[src/rtl/bp_pkg.sv]
// Shared definitions for the branch history table.
// Counter encoding: 0 = strong not-taken ... 2^CTR_W-1 = strong taken;
// the prediction is the counter MSB. Counters reset to strong not-taken.
package bp_pkg;

  localparam int BP_MODE_BIMODAL = 0;
  localparam int BP_MODE_GSHARE  = 1;

  // Reset / clear value of every counter: strong not-taken.
  localparam logic [3:0] BP_CTR_RST = 4'd0;

  // Saturating step of a counter up to 4 bits wide; ctr_w selects the width.
  function automatic logic [3:0] bp_sat_next(input logic [3:0] ctr,
                                             input logic       taken,
                                             input int unsigned ctr_w);
    logic [3:0] max;
    max = 4'((5'd1 << ctr_w) - 5'd1);
    if (taken) return (ctr == max) ? ctr : ctr + 4'd1;
    else       return (ctr == 4'd0) ? ctr : ctr - 4'd1;
  endfunction

endpackage

[src/rtl/bp_sat_ctr.sv]
// One CTR_W-bit saturating counter.
// Ports: clk, rst (async high), clr_i (sync clear), en_i (step enable),
//        taken_i (step direction), ctr_o (current count).
module bp_sat_ctr
  import bp_pkg::*;
#(
  parameter int CTR_W = 2
) (
  input  logic             clk,
  input  logic             rst,
  input  logic             clr_i,
  input  logic             en_i,
  input  logic             taken_i,
  output logic [CTR_W-1:0] ctr_o
);

  logic [CTR_W-1:0] ctr_q, ctr_d;

  assign ctr_d = CTR_W'(bp_sat_next(4'(ctr_q), taken_i, CTR_W));

  always_ff @(posedge clk or posedge rst) begin
    if (rst)       ctr_q <= CTR_W'(BP_CTR_RST);
    else if (clr_i) ctr_q <= CTR_W'(BP_CTR_RST);
    else if (en_i)  ctr_q <= ctr_d;
  end

  assign ctr_o = ctr_q;

endmodule

[src/rtl/branch_predictor_bht.sv]
// Branch history table: ENTRIES saturating counters, bimodal or gshare index.
// Ports:
//   clk, rst (async high), clr (sync clear of table/history/stats)
//   lkp_valid, lkp_pc -> lkp_taken, lkp_idx   combinational lookup
//   upd_valid, upd_idx, upd_taken, upd_pred    resolve/training port
//   ghr (LSB = newest outcome), mispred_cnt (saturating)
module branch_predictor_bht
  import bp_pkg::*;
#(
  parameter int ENTRIES = 16,
  parameter int CTR_W   = 2,
  parameter int GHR_W   = 4,
  parameter int MODE    = BP_MODE_BIMODAL,
  parameter int STAT_W  = 16,
  localparam int IDX_W  = $clog2(ENTRIES)
) (
  input  logic              clk,
  input  logic              rst,
  input  logic              lkp_valid,
  input  logic [31:0]       lkp_pc,
  output logic              lkp_taken,
  output logic [IDX_W-1:0]  lkp_idx,
  input  logic              upd_valid,
  input  logic [IDX_W-1:0]  upd_idx,
  input  logic              upd_taken,
  input  logic              upd_pred,
  input  logic              clr,
  output logic [GHR_W-1:0]  ghr,
  output logic [STAT_W-1:0] mispred_cnt
);

  logic [ENTRIES-1:0][CTR_W-1:0] ctr;
  logic [GHR_W-1:0]              ghr_q, ghr_d;
  logic [STAT_W-1:0]             mis_q, mis_d;
  logic [IDX_W-1:0]              pc_idx;
  logic                          unused_pc;

  for (genvar g = 0; g < ENTRIES; g++) begin : g_ctr
    bp_sat_ctr #(.CTR_W(CTR_W)) u_ctr (
      .clk     (clk),
      .rst     (rst),
      .clr_i   (clr),
      .en_i    (upd_valid && (upd_idx == IDX_W'(g))),
      .taken_i (upd_taken),
      .ctr_o   (ctr[g])
    );
  end

  // Instructions are word aligned; the low two PC bits carry no information.
  assign pc_idx    = lkp_pc[IDX_W+1:2];
  assign unused_pc = ^{lkp_pc[31:IDX_W+2], lkp_pc[1:0]};

  if (MODE == BP_MODE_GSHARE) begin : g_gshare
    assign lkp_idx = pc_idx ^ IDX_W'(ghr_q);
  end else begin : g_bimodal
    assign lkp_idx = pc_idx;
  end

  // Reads registered state only, so a same-cycle update is not bypassed.
  assign lkp_taken = lkp_valid & ctr[lkp_idx][CTR_W-1];

  // Truncating the concatenation drops the oldest bit; works for GHR_W = 1 too.
  assign ghr_d = GHR_W'({ghr_q, upd_taken});
  assign mis_d = ((upd_pred != upd_taken) && (mis_q != '1)) ? mis_q + 1'b1 : mis_q;

  always_ff @(posedge clk or posedge rst) begin
    if (rst) begin
      ghr_q <= '0;
      mis_q <= '0;
    end else if (clr) begin
      ghr_q <= '0;
      mis_q <= '0;
    end else if (upd_valid) begin
      ghr_q <= ghr_d;
      mis_q <= mis_d;
    end
  end

  assign ghr         = ghr_q;
  assign mispred_cnt = mis_q;

endmodule

[config.mk]
export PLATFORM = sky130hd
export DESIGN_NAME = branch_predictor_bht
export DESIGN_NICKNAME = d
export VERILOG_FILES = /design/src/rtl/bp_pkg.sv /design/src/rtl/bp_sat_ctr.sv /design/src/rtl/branch_predictor_bht.sv
export SDC_FILE = /design/constraint.sdc
export NUM_CORES = 1
export LEC_CHECK = 0
export ABC_AREA = 1
export ABC_CLOCK_PERIOD_IN_PS = 1900
export BUFFER_PORTS_ARGS = -buffer_cell sky130_fd_sc_hd__buf_2
export CAP_MARGIN = 25
export CORE_AREA = 2 2 79 88
export DETAILED_ROUTE_END_ITERATION = 10
export DIE_AREA = 0 0 81 90
export PLACE_DENSITY_LB_ADDON = 0.2
export SYNTH_ARGS = -nofsm -noshare
export SYNTH_HDL_FRONTEND = slang
export SYNTH_SLANG_ARGS = --single-unit
[constraint.sdc]
create_clock -name clk -period 1.9 [get_ports clk]
set_input_delay 0.285 -clock clk [delete_from_list [all_inputs] [get_ports clk]]
set_output_delay 0.285 -clock clk [all_outputs]
set_load 0.01 [all_outputs]
==> summary.txt <==
Outcome
  • Status: complete, no violations

Clock tree
  • CTS root buf: clkbuf_8
  • # Post-CTS Setup Buffers: 0
  • TritonCTS clock tree: built
  • Clock Tree Buf Depth: 2
  • Number of CTS-inserted buffers: 5
  • Clk Latency, worst-skew pair: 310 ps
  • TritonCTS Sinks: 52
  • Clk slew on worst S/H paths: 100 ps
  • Resize count post-CTS: 0
  • CTS Hold Bufs: 0
  • # H-tree levels: 2

Timing
  • Fin crit period: 1657 ps
  • Setup TNS: 0 ps
  • Final clock skew: 9.338 ps
  • Max Clock Freq: 0.6034 GHz
  • Final period utilization: 0.8723
  • Final WS setup: 242.7 ps
  • Transition time of the tightest slew-check pin: 476.3 ps
  • Final setup fails: 0
  • Endpoints failing hold: 0
  • Slew margin rel.: 0.6821
  • Unrepaired setup endpoints after global routing: no
  • Slew Limit Fails: 0

Global route
  • GRT overflow: 0
  • Vias in the first global route: 3,339
  • Met3 usage in global routing: 0.04217
  • Met1 Use GR: 0.3023
  • GR peak layer: met2
  • Largest net degree at the start of global routing: 53
  • Initial antenna violation count: 0
  • M2 GR Usage: 0.4497
  • First-pass GRT wire length: 14,770 µm
  • Gr usage total: 0.2527

Setup path
  • Ordered cell list for the critical path: inv_1 > nand2_1 > nand3_1 > nand3_1 > nand3b_1 > a21oi_1 > buf_2
  • Critical Path RT: 1620 ps
  • CP most frequent cell: nand3_1
  • CP Max Fanout: 5
  • Data arrival time of the worst path: 1370 ps
  • Largest stage delay, worst path: 440 ps
  • WS Path Type: flop to output pin
  • Buf+Inv Stages, Crit Path: 2
  • CP max stage cell: dfrtp_1
  • Worst setup SP type: flop
  • Endpoint type of the worst setup path: output pin
  • Worst path top cell family by delay: flip-flops

Pwr
  • Sw frac: 0.3524
  • Part of the power in registers: 0.498
  • Comb pwr share: 0.253
  • Clock network power share: 0.249
  • Net Switching: 0.0009391 W
  • Pwr dens: 680.2 mW/mm²
  • Leak: 2.032 nW
  • Worst VDD drop: 0.0004828 V
  • Cell Int Power: 0.001726 W

Floorplan
  • Row count: 31
  • Starting Density: 0.5416
  • Die area: 0.007290 mm²
  • Die Wd: 81 µm
  • Die height: 90 µm
  • # IOs: 68
  • Core area: 0.006439 mm²

Place
  • Dpl hpwl: 6387 µm
  • Post-place setup slack: 180.1 ps
  • Port Buf Inserts: 39
  • GP Congestion: 0.9191

Yosys
  • Post-synth top cells: nand2_1, nor2_1, inv_1
  • EDFF count, synth: 0
  • Share of the synthesized area in the top cell type: 0.3732
  • Most frequent cell after synthesis: nand2_1
  • Sequential area share after synthesis: 0.3732
  • Synth top area cells: dfrtp_1, nand2_1, o21ai_0, nand3_1, nor2_1
  • Library cells used by synthesis: 29
  • Synth warn: 0
  • Syn avg cell area: 6.494 µm²
  • Synth Cell Area: 0.003487 mm²
  • FF+latch count, synth: 52
  • Mapped Nets: 581
  • Leading area contributor after synthesis: dfrtp_1
  • Async SR Flop Fraction: 1.000
  • Synth Flop Type: dfrtp_1
  • Post-synthesis cell count: 537

Route
  • Post-route ant nets: 0
  • Initial drt markers: 197
  • DR DRC count: 0
  • Detailed Routing Iterations Pass 1: 5
  • Via count: 3,564
  • Routed WL: 8676 µm
  • Wirelength per Cell: 13.09 µm
  • Vias per cell: 5.376

Cells and area
  • Share of layout cells above drive strength 1: 0.1343
  • Number of inserted diodes: 0
  • Area Growth Syn to Fin: 12.34%
  • Final #Nets: 624

Job
  • Max Cap Violations: 0

Worst hold path
  • Hold WC Path Type: input port to asynchronous set/reset pin
## tightest hold or removal path, cell delays in order
cell    delay [ps]
buf_2          100
inv_2           60
buf_12         270
## placed cells by master, fill, tap and decap left out
master and instances:
o21ai_1 4, clkbuf_1 1, nor4_1 1, nor2_4 3, nand3_1 49, a21o_1 1
o21bai_1 3, xor2_1 8, ha_1 1, nand3_2 1, o211ai_1 3, nor2_2 3
buf_2 39, clkbuf_8 5, nand2_2 1, nor2_1 55, dfrtp_1 52, clkinvlp_4 1
or2_2 3, nand4_1 18, nand2_1 183, o21a_1 1, a21oi_1 16, nand3b_1 3
inv_1 52, buf_12 2, clkinv_4 1, buf_4 14, inv_2 5, o21ai_0 50
nor3_1 2
## state kept, by name (all words and copies together), names as in the netlist
name and count:
g_ctr.u_ctr.ctr_o 32, mispred_cnt 16, ghr 4
## routing by layer
| metal | wire length [µm] | vias to the layer above |
|---|---|---|
| met1 | 3740 | 1641 |
| met2 | 4407 | 94 |
| li1 | - | 1813 |
| met4 | 181 | 0 |
| met5 | 0 | - |
| met3 | 347 | 16 |
## per-stage QoR
| stage | hold slack [ps] | instance area (µm²) | util | cells | power (W) |
|---|---|---|---|---|---|
| after detailed placement | 363.9 | 3809 | 0.5915 | 654 | 0.002012 |
| after global placement | 354.8 | 3809 | 0.5915 | 654 | 0.001988 |
| after floorplan | 441.9 | 3487 | - | 537 | 0.001833 |
| after CTS | 19.35 | 3897 | 0.6053 | 662 | 0.002669 |
| after global routing | 27.50 | 3918 | 0.6084 | 663 | 0.002858 |
| final | 11.91 | 3918 | 0.6084 | 663 | 0.002665 |
## power groups by stage
| stage | Combinational, W | Clock [W] | Sequential (W) |
|---|---|---|---|
| 2_1_floorplan | 0.000504 | 0 | 0.00133 |
| 3_3_place_gp | 0.000644 | 0 | 0.00134 |
| 3_5_place_dp | 0.000666 | 0 | 0.00135 |
| 4_1_cts | 0.000667 | 0.000676 | 0.00133 |
| 5_1_grt | 0.000786 | 0.000724 | 0.00135 |
| 6_report | 0.000675 | 0.000663 | 0.00133 |
## worst paths after layout
kind	cells past startpoint	endpoint	from	slack [ps]
worst max-delay path	7	lkp_taken	g_ctr[4].u_ctr.ctr_o[1]	240
worst min-delay path	3	g_ctr[3].u_ctr.ctr_o[0]	rst	10
worst max register to register	9	mispred_cnt[14]	mispred_cnt[1]	260
worst min register to register	2	ghr[3]	ghr[3]	490
max in group asynchronous	3	g_ctr[4].u_ctr.ctr_o[1]	rst	1650
min in group clk	3	ghr[3]	upd_valid	310
## logic make-up (layout without fill, tap and decap cells)
kind of cell    count (synthesis)  count (layout)  share of synthesized area
simple gates                  322             322                     0.3951
compound gates                 78              78                     0.1177
buf+inv                        76             120                    0.09042
flops                          52              52                     0.3732
xor+xnor                        8               8                    0.02009
fa+ha+maj                       1               1                   0.003588
## final cells by class
type	instances	area, µm²
Clock buffer	6	72.57
Clock inverter	2	16.27
Fill cell	602	2521
Inverter	57	214.0
Multi-Input combinational cell	409	1871
Sequential cell	52	1301
Tap cell	82	102.6
Timing Repair Buffer	55	340.3
Power figures use the tool's default switching activity.
